**src/rtl/echo_detector_if.sv**
```systemverilog
`default_nettype none
// ============================================================================
//  Module      : echo_detector_if
//  Description : Sample/control/result bundle for echo_detector. The master
//                side drives the filtered sample stream and the measurement
//                set-up; the slave side (the detector) returns status and
//                the time-of-flight result.
//  Revision    : 1.0  initial release
// ============================================================================
interface echo_detector_if #(
    parameter int N  = 16,
    parameter int CW = 16
);
    logic          en;
    logic [N-1:0]  x;
    logic          start;
    logic [CW-1:0] blank_len;
    logic [CW-1:0] max_len;
    logic [N-1:0]  thresh;
    logic          busy;
    logic          done;
    logic          detected;
    logic [CW-1:0] tof;
    logic [N-1:0]  peak;
    logic          irq;

    modport master (
        output en, x, start, blank_len, max_len, thresh,
        input  busy, done, detected, tof, peak, irq
    );

    modport slave (
        input  en, x, start, blank_len, max_len, thresh,
        output busy, done, detected, tof, peak, irq
    );
endinterface
`default_nettype wire

```
**src/rtl/echo_detector.sv**
```systemverilog
`default_nettype none
// ============================================================================
//  Module      : echo_detector
//  Description : Sonar echo detector. Rectifies each filtered sample, forms an
//                envelope and, after a blanking window, timestamps the first
//                sample whose envelope reaches the threshold. The result is
//                held until the next start and announced with a 1-cycle irq.
//                Optional macro ECHO_ENV_SMOOTH_EN selects a one-pole IIR
//                envelope (alpha = 1/4); otherwise the envelope is the raw
//                rectified sample.
//  Revision    : 1.0  initial release
// ============================================================================
module echo_detector #(
    parameter int N  = 16,
    parameter int CW = 16
) (
    input  wire            clk,
    input  wire            rst,
    echo_detector_if.slave bus
);

    typedef enum logic [1:0] {
        S_IDLE   = 2'd0,
        S_BLANK  = 2'd1,
        S_LISTEN = 2'd2,
        S_DONE   = 2'd3
    } state_t;

    localparam logic [CW-1:0] c_cnt_max = '1;
    localparam logic [N-1:0]  c_x_min   = {1'b1, {(N-1){1'b0}}};
    localparam logic [N-1:0]  c_a_max   = {1'b0, {(N-1){1'b1}}};

    state_t        r_state;
    state_t        w_state_nxt;
    logic [CW-1:0] r_cnt;        // samples since start (blank + listen)
    logic [CW-1:0] r_lcnt;       // samples consumed in LISTEN
    logic [CW-1:0] r_tof;
    logic [N-1:0]  r_peak;
    logic          r_detected;
    logic          r_irq;

    logic [N-1:0]  w_a;
    logic [N-1:0]  w_env_nxt;
    logic [CW:0]   w_cnt_p1;
    logic [CW:0]   w_lcnt_p1;
    logic [CW-1:0] w_cnt_inc;
    logic [CW-1:0] w_lcnt_inc;
    logic          w_start_ok;
    logic          w_blank_step;
    logic          w_blank_exit;
    logic          w_listen_en;
    logic          w_hit;
    logic          w_timeout;

    // Rectify the two's-complement sample; the most negative code saturates.
    always_comb begin
        w_a = bus.x;
        if (bus.x == c_x_min) begin
            w_a = c_a_max;
        end else if (bus.x[N-1]) begin
            w_a = -bus.x;
        end
    end

`ifdef ECHO_ENV_SMOOTH_EN
    logic [N-1:0]    r_env;
    logic signed [N:0] w_diff;
    logic [N-1:0]    w_step;

    // One-pole IIR: env' = env + ((a - env) >>> 2), signed difference.
    always_comb begin
        w_diff    = $signed({1'b0, w_a}) - $signed({1'b0, r_env});
        w_step    = N'(w_diff >>> 2);
        w_env_nxt = r_env + w_step;
    end

    // Envelope state: cleared on an accepted start, updated per LISTEN sample.
    always_ff @(posedge clk) begin
        if (rst) begin
            r_env <= '0;
        end else if (w_start_ok) begin
            r_env <= '0;
        end else if (w_listen_en) begin
            r_env <= w_env_nxt;
        end
    end
`else
    assign w_env_nxt = w_a;
`endif

    // Counter increments (saturating) and per-cycle decisions.
    always_comb begin
        w_cnt_p1     = {1'b0, r_cnt} + (CW+1)'(1);
        w_lcnt_p1    = {1'b0, r_lcnt} + (CW+1)'(1);
        w_cnt_inc    = w_cnt_p1[CW]  ? r_cnt  : w_cnt_p1[CW-1:0];
        w_lcnt_inc   = w_lcnt_p1[CW] ? r_lcnt : w_lcnt_p1[CW-1:0];
        w_start_ok   = bus.start && ((r_state == S_IDLE) || (r_state == S_DONE));
        // A zero-length blank window exits immediately and consumes no sample.
        w_blank_step = (r_state == S_BLANK) && bus.en && (bus.blank_len != '0);
        w_blank_exit = (r_state == S_BLANK) &&
                       ((bus.blank_len == '0) ||
                        (bus.en && (w_cnt_p1 == {1'b0, bus.blank_len})));
        w_listen_en  = (r_state == S_LISTEN) && bus.en;
        // Detection beats timeout; a zero-length window never compares.
        w_hit        = w_listen_en && (bus.max_len != '0) &&
                       (w_env_nxt >= bus.thresh);
        w_timeout    = w_listen_en && !w_hit &&
                       ((bus.max_len == '0) || (w_lcnt_p1 >= {1'b0, bus.max_len}));
    end

    // Next-state logic.
    always_comb begin
        w_state_nxt = r_state;
        case (r_state)
            S_IDLE, S_DONE: if (w_start_ok) w_state_nxt = S_BLANK;
            S_BLANK:        if (w_blank_exit) w_state_nxt = S_LISTEN;
            S_LISTEN:       if (w_hit || w_timeout) w_state_nxt = S_DONE;
            default:        w_state_nxt = S_IDLE;
        endcase
    end

    // State register.
    always_ff @(posedge clk) begin
        if (rst) begin
            r_state <= S_IDLE;
        end else begin
            r_state <= w_state_nxt;
        end
    end

    // Measurement datapath: counters, result capture and the irq pulse.
    always_ff @(posedge clk) begin
        if (rst) begin
            r_cnt      <= '0;
            r_lcnt     <= '0;
            r_tof      <= '0;
            r_peak     <= '0;
            r_detected <= 1'b0;
            r_irq      <= 1'b0;
        end else begin
            r_irq <= w_hit || w_timeout;
            if (w_start_ok) begin
                r_cnt      <= '0;
                r_lcnt     <= '0;
                r_tof      <= '0;
                r_peak     <= '0;
                r_detected <= 1'b0;
            end
            if (w_blank_step) begin
                r_cnt <= w_cnt_inc;
            end
            if (w_listen_en) begin
                if (w_env_nxt > r_peak) begin
                    r_peak <= w_env_nxt;
                end
                if (w_hit) begin
                    r_tof      <= r_cnt;
                    r_detected <= 1'b1;
                end else begin
                    r_cnt  <= w_cnt_inc;
                    r_lcnt <= w_lcnt_inc;
                    if (w_timeout) begin
                        r_tof      <= c_cnt_max;
                        r_detected <= 1'b0;
                    end
                end
            end
        end
    end

    assign bus.busy     = (r_state == S_BLANK) || (r_state == S_LISTEN);
    assign bus.done     = (r_state == S_DONE);
    assign bus.detected = r_detected;
    assign bus.tof      = r_tof;
    assign bus.peak     = r_peak;
    assign bus.irq      = r_irq;

endmodule
`default_nettype wire

```
**src/flat_wrapper.sv**
```systemverilog
// flat-port wrapper written by rule: the top's interface ports become plain ports
module echo_detector_flat 
#(
    parameter int N  = 16,
    parameter int CW = 16
)
  (clk, rst, bus_en, bus_x, bus_start, bus_blank_len, bus_max_len, bus_thresh, bus_busy, bus_done, bus_detected, bus_tof, bus_peak, bus_irq);
  echo_detector_if #(.N(N), .CW(CW)) bus_i ();
  input  wire clk;
  input  wire rst;
  input wire logic [$bits(bus_i.en)-1:0] bus_en;
  input wire logic [$bits(bus_i.x)-1:0] bus_x;
  input wire logic [$bits(bus_i.start)-1:0] bus_start;
  input wire logic [$bits(bus_i.blank_len)-1:0] bus_blank_len;
  input wire logic [$bits(bus_i.max_len)-1:0] bus_max_len;
  input wire logic [$bits(bus_i.thresh)-1:0] bus_thresh;
  output wire logic [$bits(bus_i.busy)-1:0] bus_busy;
  output wire logic [$bits(bus_i.done)-1:0] bus_done;
  output wire logic [$bits(bus_i.detected)-1:0] bus_detected;
  output wire logic [$bits(bus_i.tof)-1:0] bus_tof;
  output wire logic [$bits(bus_i.peak)-1:0] bus_peak;
  output wire logic [$bits(bus_i.irq)-1:0] bus_irq;
  assign bus_i.en = bus_en;
  assign bus_i.x = bus_x;
  assign bus_i.start = bus_start;
  assign bus_i.blank_len = bus_blank_len;
  assign bus_i.max_len = bus_max_len;
  assign bus_i.thresh = bus_thresh;
  assign bus_busy = bus_i.busy;
  assign bus_done = bus_i.done;
  assign bus_detected = bus_i.detected;
  assign bus_tof = bus_i.tof;
  assign bus_peak = bus_i.peak;
  assign bus_irq = bus_i.irq;
  echo_detector #(.N(N), .CW(CW)) u_core (.clk(clk), .rst(rst), .bus(bus_i));
endmodule
```
**config.mk**
```make
export PLATFORM = sky130hd
export DESIGN_NAME = echo_detector_flat
export DESIGN_NICKNAME = d
export VERILOG_FILES = /design/src/rtl/echo_detector_if.sv /design/src/rtl/echo_detector.sv /design/src/flat_wrapper.sv
export SDC_FILE = /design/constraint.sdc
export NUM_CORES = 1
export LEC_CHECK = 0
export CAP_MARGIN = 20
export CORE_MARGIN = 1.5
export CORE_UTILIZATION = 55
export CTS_CLUSTER_DIAMETER = 150
export DETAILED_ROUTE_END_ITERATION = 6
export PLACE_DENSITY = 0.87
export SYNTH_ARGS = -nofsm -noshare
export SYNTH_HDL_FRONTEND = slang
export SYNTH_SLANG_ARGS = --single-unit
```
**constraint.sdc**
```tcl
create_clock -name clk -period 11.7 [get_ports clk]
set_input_delay 1.17 -clock clk [delete_from_list [all_inputs] [get_ports clk]]
set_output_delay 1.17 -clock clk [all_outputs]
set_load 0.05 [all_outputs]
```
==> impl_metrics.py, run 1 <==
metrics = {
    "place": {
        "gp_congestion": 0.9246,
        "portBuffers": 103,
        "dp_hpwl_um": 12070,
    },
    "drt": {
        "routed_wl_um": 16070,
        "wl_per_cell_um": 17.30,
        "dr_total_vias": 5831,
        "drc": 0,
        "first_pass_iters": 5,
        "drt_iter0_drc": 519,
        "vias_per_cell": 6.277,
        "antenna_left": 0,
    },
    "worst_setup_path": {
        "crit_arrival_ns": 6.36,
        "cp.required_ns": 11.94,
        "worstSetupStartpointType": "primary input",
        "crit_type": "primary input to register",
        "critPathCaptureType": "register",
        "path_max_fanout": 13,
    },
    "synth": {
        "avgSynthCellArea_um2": 7.625,
        "yosysUniqueCellTypes": 67,
        "ys_warn_count": 0,
        "ys_dominant_reg_cell": "dfxtp_1",
        "ys_async_sr_fraction": 0,
        "synth_cells": 709,
        "synth_area_um2": 5406,
        "yosys_register_bits": 68,
        "synth_nets": 831,
        "synth-edff-count": 0,
        "seq_area_frac_synth": 0.2518,
    },
    "clock_network": {
        "clk_latency_ns": 0.35,
        "htree_levels": 3,
        "cts_tree": "done",
        "cts_root_buf": "clkbuf_8",
        "numCtsBuffers": 9,
        "clock-sinks": 68,
        "clkTransAtPathRegs_ns": 0.07,
        "post-cts-setup-buffers": 0,
        "post_cts_resized": 0,
        "ctsHoldBuffers": 0,
        "clockBufferDepth": 2,
    },
    "sta": {
        "setup_tns_ns": 0,
        "final-hold-violation-count": 0,
        "finalClockSkew_ns": 0.01092,
        "setup_viol": 0,
        "rsz0062_at_grt": "no",
        "maxClockFrequency_mhz": 163.3,
        "holdWs_ns": 0.4850,
        "worst_slew_pin_slew_ns": 1.089,
        "drv_slew": 0,
        "period_share": 0.5233,
        "slew_headroom": 0.2732,
        "fin_crit_ns": 6.122,
    },
    "power_and_ir_drop": {
        "powerDensity_nw_per_um2": 114.6,
        "ir_drop_v": 0.0001195,
        "switching_share": 0.3852,
        "p_leak_uw": 0.002547,
        "p_comb_frac": 0.379,
        "intPower_uw": 472.6,
        "p_clk_frac": 0.283,
        "p_sw_uw": 296.1,
        "seqPwrFrac": 0.338,
    },
    "global_route": {
        "overflow": 0,
        "grt_pass1_wl_um": 25570,
        "grt_use_total": 0.3041,
        "grt_pass1_vias": 5621,
        "grt_max_degree": 60,
        "antenna_found_initial": 0,
    },
    "job": {
        "drv_cap": 0,
    },
    "die": {
        "start_util": 0.5609,
        "io_pins": 104,
        "rows": 36,
        "die_area_um2": 10430,
        "fp.dieH_um": 102.1,
        "die_w_um": 102.1,
        "coreArea_um2": 9639,
    },
    "layout": {
        "syn2layout_area_growth_pct": 24.11,
        "fillers": 778,
        "nets": 913,
        "drive_gt1_frac": 0.04523,
        "antenna_cells": 0,
    },
    "worst_hold_path": {
        "hold_class": "register to register",
    },
    "outcome": {
        "status": "finished clean",
    },
}
==> worst max-delay path, cell delays in order <==
cell and delay (ns):
clkdlybuf4s50_1 0.50, or4_1 0.61, or3_1 0.39, nor4b_2 0.42, nand2_1 0.33, nand2_1 0.22
ha_1 0.27, a211oi_1 0.25, o21ai_0 0.15, a21oi_1 0.16, o31ai_1 0.11, o21a_1 0.30
o2111ai_1 0.92, o21ai_0 0.29, a32o_1 0.28
==> Yosys cell counts, drive strengths merged, types with 4 or more instances <==
master	instances	area share
a211oi	5	0.0069
a21boi	4	0.0056
a21o	14	0.019
a21oi	56	0.052
a221oi	16	0.026
a22o	4	0.0065
a31oi	5	0.0058
and2	4	0.0046
and3	6	0.0074
and4	7	0.011
buf	6	0.0056
clkbuf	31	0.022
dfxtp	68	0.25
ha	54	0.12
inv	74	0.051
nand2	61	0.042
nand3	23	0.022
nand4	32	0.037
nor2	27	0.019
nor2b	8	0.0093
nor3	23	0.023
nor4	12	0.015
o2111ai	4	0.0065
o21a	4	0.0056
o21ai	62	0.057
o31ai	5	0.0095
or3	6	0.0079
or4	5	0.0069
xnor2	27	0.044
xor2	15	0.024
==> per-stage QoR <==
| step | area (um^2) | std cells | worst slack [ns] | util | total power [uW] |
|---|---|---|---|---|---|
| 5_1_grt | 6710 | 929 | 5.313 | 0.6961 | 804.6 |
| 3_5_place_dp | 6474 | 911 | 5.415 | 0.6716 | 547.8 |
| 2_1_floorplan | 5406 | 709 | 6.680 | - | 450.7 |
| 4_1_cts | 6691 | 927 | 5.759 | 0.6942 | 763.2 |
| 6_report | 6710 | 929 | 5.578 | 0.6961 | 768.7 |
| 3_3_place_gp | 6474 | 911 | 5.606 | 0.6716 | 534.3 |
==> sequential cells by signal, summed over array words and instances, names as in the netlist <==
| register | cells |
|---|---|
| u_core.r_cnt | 16 |
| u_core.bus.peak | 16 |
| u_core.bus.tof | 16 |
| u_core.r_lcnt | 16 |
| u_core.r_state | 2 |
| u_core.bus.irq | 1 |
| u_core.bus.detected | 1 |
==> layer usage <==
layer  track usage  vias to the layer above  part of all wire
li1              -                     2758                 -
met1        0.3817                     2729              0.41
met2        0.5278                      292              0.48
met3       0.03830                       52             0.080
met4        0.1233                        0             0.030
met5             0                        -                 0
==> layout make-up <==
class                   count  area [um^2]  area share
well taps                 133        166.4     0.02480
repair buffers            108         1067      0.1591
multi-input cells         530         3620      0.5394
clock inverters             5        86.33     0.01287
clock buffers              11        131.4     0.01958
inverters                  74        277.8     0.04139
flip-flops and latches     68         1361      0.2029
==> placed cells by master (no fill, tap or decap), types with 8 or more instances in the layout <==
cell type and n:
clkdlybuf4s50_1 102, inv_1 74, dfxtp_1 68, nand2_1 61, o21ai_0 59, a21oi_1 56
ha_1 54, nand4_1 32, xnor2_1 27, nor2_1 27, nand3_1 22, nor3_1 21
a221oi_1 16, xor2_1 15, a21o_1 14, nor4_1 11, clkbuf_8 9, nor2b_1 8
==> power groups by stage <==
stage / Clock [uW] / Combinational, uW / Sequential (uW)
floorplan: 0 / 166 / 285
global placement: 0 / 271 / 264
detailed placement: 0 / 283 / 265
CTS: 219 / 285 / 259
finish: 217 / 292 / 260
global route: 229 / 315 / 261
==> logic make-up (layout without fill, tap and decap cells) <==
logic type                 count (synthesis)  in the layout  share of synthesized area
and+or+nand+nor                          222            222                     0.2187
AOI/OAI and AO/OA                        208            208                     0.2499
buffers and inverters                    111            198                    0.07869
DFF                                       68             68                     0.2518
adders and majority gates                 55             55                     0.1268
xor gates and xnor gates                  42             42                    0.06804
muxes                                      3              3                   0.006017
==> worst paths after layout <==
| check | start | to | slack, ns | cells after the start |
|---|---|---|---|---|
| setup reg to reg | u_core.r_lcnt[0] | u_core.r_state[0] | 7.31 | 13 |
| setup / recovery | bus_x[7] | u_core.r_cnt[1] | 5.58 | 15 |
| hold reg to reg | u_core.bus.tof[12] | u_core.bus.tof[12] | 0.48 | 2 |
| hold / removal | u_core.bus.tof[12] | u_core.bus.tof[12] | 0.48 | 2 |
(Power assumes the default switching activity.)
==> run 2, diff against run 1 <==
--- a/config.mk
+++ b/config.mk
@@ -7,10 +7,10 @@
 export LEC_CHECK = 0
 export CAP_MARGIN = 20
 export CORE_MARGIN = 1.5
-export CORE_UTILIZATION = 55
+export CORE_UTILIZATION = 53
 export CTS_CLUSTER_DIAMETER = 150
 export DETAILED_ROUTE_END_ITERATION = 6
-export PLACE_DENSITY = 0.87
+export PLACE_DENSITY = 0.84
 export SYNTH_ARGS = -nofsm -noshare
 export SYNTH_HDL_FRONTEND = slang
 export SYNTH_SLANG_ARGS = --single-unit
==> constraint.sdc (replaced) <==
create_clock -name clk -period 6.2 [get_ports clk]
set_input_delay 0.62 -clock clk [delete_from_list [all_inputs] [get_ports clk]]
set_output_delay 0.62 -clock clk [all_outputs]
set_load 0.05 [all_outputs]
==> run 2 against run 1 <==
Clock power grew 61%. Register-to-register slack worse by 5.1 ns. Via count fell by 0.63%. Cell count increased by 0.22%. Sequential share of layout area about the same. Wire length down 1.2%. Die area up 3.7%. Global-route usage fell by 1.7 points. Sequential cell count unchanged. Count of clock-buffer cells in the layout increased by 3. Critical endpoint unchanged. Largest power group unchanged.
==> impl_metrics.py, run 2 (synthesis gave the netlist of run 1 again) <==
metrics = {
    "outcome": {
        "status": "finished clean",
    },
    "sta": {
        "setup_tns_ns": 0,
        "fin_crit_ns": 5.193,
        "worst_slew_pin_slew_ns": 1.071,
        "final-hold-violation-count": 0,
        "drv_slew": 0,
        "setup_viol": 0,
        "finalClockSkew_ns": 0.01124,
        "fin_ws_ns": 1.007,
        "maxClockFrequency_mhz": 192.6,
        "slew_headroom": 0.2862,
        "period_share": 0.8375,
        "rsz0062_at_grt": "no",
    },
    "place": {
        "portBuffers": 103,
        "gp_congestion": 0.9091,
        "dpl-instance-area_um2": 6504,
        "dp_hpwl_um": 11820,
        "dp_slack_ns": 0.6523,
    },
    "clock_network": {
        "clockBufferDepth": 2,
        "cts_root_buf": "clkbuf_8",
        "numCtsBuffers": 9,
        "htree_levels": 3,
        "cts_tree": "done",
        "clkTransAtPathRegs_ns": 0.07,
        "clock-sinks": 68,
        "ctsHoldBuffers": 0,
        "post_cts_resized": 0,
        "post-cts-setup-buffers": 0,
        "clk_latency_ns": 0.34,
    },
    "layout": {
        "stdcell_area_um2": 6703,
        "nets": 916,
        "final_common_cell": "clkdlybuf4s50_1",
        "antenna_cells": 0,
        "final_cell_mix": "clkdlybuf4s50_1, inv_1, dfxtp_1",
        "syn2layout_area_growth_pct": 23.98,
        "fillers": 844,
        "drive_gt1_frac": 0.04887,
        "regArea_um2": 1361,
        "multi_input_area_um2": 3620,
    },
    "power_and_ir_drop": {
        "p_leak_uw": 0.002551,
        "ir_drop_v": 0.0001987,
        "switching_share": 0.3871,
        "powerDensity_nw_per_um2": 207.9,
        "p_sw_uw": 539.5,
        "p_clk_frac": 0.251,
        "p_total_uw": 1394,
        "seqPwrFrac": 0.353,
        "intPower_uw": 854.2,
        "p_comb_frac": 0.396,
    },
    "worst_setup_path": {
        "worstSetupStartpointType": "primary input",
        "crit_arrival_ns": 5.42,
        "critPathSlowestCell": "a21oi_1",
        "max_stage_delay_ns": 0.67,
        "path_cells": "clkdlybuf4s50_1, or4_1, or3_1, nor4b_2, nand2_1, o211ai_1, ha_1, nand2_1, o21ai_0, a21oi_1, o31ai_1, o21ai_1, a21oi_1, o21ai_0, a32o_1",
        "crit_type": "primary input to register",
        "path_max_fanout": 11,
        "critPathCaptureType": "register",
        "cp.required_ns": 6.43,
    },
    "drt": {
        "dr_total_vias": 5794,
        "vias_per_cell": 6.223,
        "antenna_left": 0,
        "routed_wl_um": 15880,
        "wl_per_cell_um": 17.05,
        "first_pass_iters": 5,
        "drc": 0,
        "drt_iter0_drc": 482,
    },
    "die": {
        "rows": 36,
        "start_util": 0.5506,
        "die_area_um2": 10820,
        "fp.dieH_um": 104,
        "coreArea_um2": 9819,
        "die_w_um": 104,
        "io_pins": 104,
    },
    "job": {
        "drv_cap": 0,
    },
    "global_route": {
        "grt_pass1_wl_um": 26330,
        "antenna_found_initial": 0,
        "grt_max_degree": 60,
        "grt_use_total": 0.2869,
        "overflow": 0,
        "grt_pass1_vias": 5539,
    },
    "worst_hold_path": {
        "hold_class": "register to register",
    },
}
==> run 2: worst max-delay path: cells and delay by family <==
family	cells	cell delay (ns)
buf+inv	1	0.49
compound gates	8	2.37
simple gates	5	1.73
fa+ha+maj	1	0.20
==> run 2: path summary, 6_finish.rpt <==
check | from | end | slack [ns] | cells after the start
max | bus_x[7] | u_core.r_cnt[1] | 1.01 | 15
min | u_core.bus.tof[12] | u_core.bus.tof[12] | 0.48 | 2
max reg2reg | u_core.r_lcnt[0] | u_core.r_state[1] | 2.18 | 14
min reg2reg | u_core.bus.tof[12] | u_core.bus.tof[12] | 0.48 | 2
==> run 2: final cells by class <==
| type | count | area share |
|---|---|---|
| Clock inverter | 1 | 0.0007467 |
| Inverter | 74 | 0.04144 |
| Timing Repair Buffer | 111 | 0.1626 |
| Sequential cell | 68 | 0.2031 |
| Clock buffer | 14 | 0.02725 |
| Tap cell | 133 | 0.02483 |
| Multi-Input combinational cell | 530 | 0.5400 |
==> run 2: through the flow <==
step,std cells,util,hold slack (ns)
global route,931,0.6826,0.5021
detailed placement,915,0.6623,0.4698
floorplan,709,-,0.4741
finish,931,0.6826,0.4846
global placement,915,0.6623,0.4668
CTS,930,0.6814,0.4821
==> run 2: power groups by stage <==
stage | sequential (uW) | combinational [uW] | clock (uW)
after global routing | 495 | 596 | 369
after CTS | 491 | 544 | 352
final | 492 | 553 | 349
after detailed placement | 501 | 539 | 0
after floorplan | 537 | 313 | 0
after global placement | 499 | 519 | 0
==> run 2: per-layer routing <==
metal | track usage | routed length [um]
met2 | 0.4839 | 7524
met5 | 0 | 0
met4 | 0.06349 | 189
met3 | 0.05326 | 1324
met1 | 0.3804 | 6838
==> run 3, diff against run 2 <==
--- a/config.mk
+++ b/config.mk
@@ -7,10 +7,10 @@
 export LEC_CHECK = 0
 export CAP_MARGIN = 20
 export CORE_MARGIN = 1.5
-export CORE_UTILIZATION = 53
+export CORE_UTILIZATION = 48
 export CTS_CLUSTER_DIAMETER = 150
 export DETAILED_ROUTE_END_ITERATION = 6
-export PLACE_DENSITY = 0.84
+export PLACE_DENSITY = 0.81
 export SYNTH_ARGS = -nofsm -noshare
 export SYNTH_HDL_FRONTEND = slang
 export SYNTH_SLANG_ARGS = --single-unit
==> constraint.sdc (replaced) <==
create_clock -name clk -period 4.3 [get_ports clk]
set_input_delay 0.43 -clock clk [delete_from_list [all_inputs] [get_ports clk]]
set_output_delay 0.43 -clock clk [all_outputs]
set_load 0.05 [all_outputs]
==> run 3 against run 2 <==
Global-route usage shrank 0.75 points. Via count grew 5.0%. Clock power grew 62%. Cell area grew 9.2%. Hold slack gained 0.0049 ns. First-iteration DRC count grew 11%. Worst setup slack lost 0.81 ns. Sequential cell count is the same. Critical endpoint is now u_core.r_state[1]. Largest power group unchanged.
==> impl_metrics.py, run 3 (synthesis gave the netlist of run 1 again) <==
metrics = {
    "outcome": {
        "status": "finished clean",
    },
    "layout": {
        "stdcell_area_um2": 7322,
        "syn2layout_area_growth_pct": 35.43,
        "nets": 974,
        "final_common_cell": "clkdlybuf4s50_1",
        "drive_gt1_frac": 0.1459,
        "antenna_cells": 0,
        "final_cells": 997,
        "final_cell_mix": "clkdlybuf4s50_1, inv_1, dfxtp_1",
    },
    "clock_network": {
        "ctsHoldBuffers": 0,
        "numCtsBuffers": 9,
        "clock-sinks": 68,
        "clkTransAtPathRegs_ns": 0.09,
        "cts_tree": "done",
        "clk_latency_ns": 0.36,
        "htree_levels": 3,
        "cts_root_buf": "clkbuf_8",
        "clockBufferDepth": 2,
    },
    "worst_setup_path": {
        "crit_arrival_ns": 4.35,
        "path_cells": "clkdlybuf4s50_1, or4_4, or3_4, nor4b_4, nand2_2, buf_4, nand2_1, ha_1, a21o_1, a21o_1, a21oi_2, o31ai_4, o21a_2, o31ai_4, a22oi_2, mux2_1",
        "critPathSlowestCell": "or4_4",
        "worstSetupStartpointType": "primary input",
        "crit_type": "primary input to register",
        "cp.required_ns": 4.54,
        "r2r_cells": 14,
        "max_stage_delay_ns": 0.55,
        "critPathCaptureType": "register",
        "path_max_fanout": 7,
        "worstReg2RegEnd": "u_core.r_state[1]",
        "cp_top_family": "simple AND/OR/NAND/NOR gates",
        "crit_buf_inv": 2,
        "rrSetupSlack_ns": 0.36,
        "r2r_start": "u_core.r_lcnt[2]",
    },
    "place": {
        "dp_hpwl_um": 12430,
        "dpl-instance-area_um2": 6930,
        "portBuffers": 103,
        "dp_cells": 976,
        "dp_slack_ns": -0.5013,
        "gp_congestion": 0.9644,
    },
    "worst_hold_path": {
        "hold_class": "register to register",
        "holdPathStages": 2,
        "whs_endpoint": "u_core.bus.tof[12]",
        "hp-start": "u_core.bus.tof[12]",
    },
    "power_and_ir_drop": {
        "p_total_uw": 2192,
        "ir_drop_v": 0.0002947,
        "p_leak_uw": 0.002882,
        "powerDensity_nw_per_um2": 299.3,
    },
    "sta": {
        "setup_viol": 0,
        "fin_ws_ns": 0.1930,
        "maxClockFrequency_mhz": 243.5,
        "finalClockSkew_ns": 0.01509,
        "fin_crit_ns": 4.107,
        "period_share": 0.9551,
        "drv_slew": 0,
        "final-hold-violation-count": 0,
        "slew_headroom": 0.2693,
        "worst_slew_pin_slew_ns": 1.096,
    },
    "die": {
        "fp.dieH_um": 109.1,
        "rows": 38,
        "io_pins": 104,
        "coreArea_um2": 10890,
        "start_util": 0.4966,
        "die_w_um": 109.1,
        "die_area_um2": 11910,
    },
    "drt": {
        "first_pass_iters": 6,
        "antenna_left": 0,
        "dr_total_vias": 6081,
        "vias_per_cell": 6.099,
        "routed_wl_um": 16970,
        "drc": 0,
        "wl_per_cell_um": 17.02,
        "drt_iter0_drc": 536,
    },
    "global_route": {
        "grt_use_total": 0.2794,
        "grt_max_degree": 60,
        "grt_busiest_layer": "met2",
        "antenna_found_initial": 0,
        "overflow": 0,
        "grt_use_met1": 0.3399,
        "grtUsageMet2": 0.4813,
        "grt_pass1_wl_um": 26680,
        "grt_pass1_vias": 5900,
        "use_met3": 0.04842,
    },
    "job": {
        "drv_cap": 0,
    },
}
-- run 3: cell types whose count changed in the layout (fill, tap and decap cells not counted), sizes merged --
cell           delta
buf              +58
clkbuf            -5
inv               +3
clkdlybuf4s50     -2
dlymetal6s2s      +2
bufinv            +1
clkinv            +1
clkinvlp          +1
-- run 3: layer usage --
metal	part of all wire	up-vias
met1	0.41	2810
met5	0	-
met3	0.083	64
met4	0.032	0
li1	-	2880
met2	0.47	327
-- run 3: what timing repair did --
action	4_1_cts	5_1_grt
pin swaps	2	12
setup endpoints to repair	55	68
setup buffers	1	3
resized for setup	14	27
cloned	1	0
-- run 3: worst max-delay path by stage --
stage                     slack (ns)     start  cells past startpoint                  to
after global routing           -0.04  bus_x[7]                     18     u_core.r_cnt[9]
after floorplan                 0.02  bus_x[1]                     18   u_core.r_state[0]
after global placement         -0.37  bus_x[1]                     18     u_core.r_cnt[9]
after CTS                     -0.005  bus_x[1]                     18  u_core.bus.tof[10]
final                           0.19  bus_x[7]                     16   u_core.r_state[1]
after detailed placement       -0.50  bus_x[1]                     20     u_core.r_cnt[8]
-- run 3: power breakdown --
group | leakage, uW | internal (uW) | switching [uW]
Combinational | 0.00223 | 380 | 542
Clock | 0.000101 | 276 | 288
Sequential | 0.000548 | 669 | 37.3
-- run 3: through the flow --
stage	util	hold slack [ns]	setup TNS, ns
after floorplan	-	0.4741	0
after global placement	0.6365	0.4640	-18.38
after detailed placement	0.6365	0.4709	-26.86
after CTS	0.6618	0.4906	-0.01033
after global routing	0.6725	0.5073	-0.04581
final	0.6725	0.4895	0
-- run 3: worst min-delay path: cells and delay by family, from the launching register on --
family	cells	cell delay [ns]
AO/OA/AOI/OAI	1	0.06
AND/OR/NAND/NOR	1	0.06
flip-flops	1	0.32
-- run 3: layout make-up --
class	count	area [um^2]
Clock buffer	9	123.9
Fill cell	892	3566
Tap cell	140	175.2
Inverter	74	277.8
Multi-Input combinational cell	530	3749
Timing Repair Buffer	169	1554
Clock inverter	7	81.33
Sequential cell	68	1361
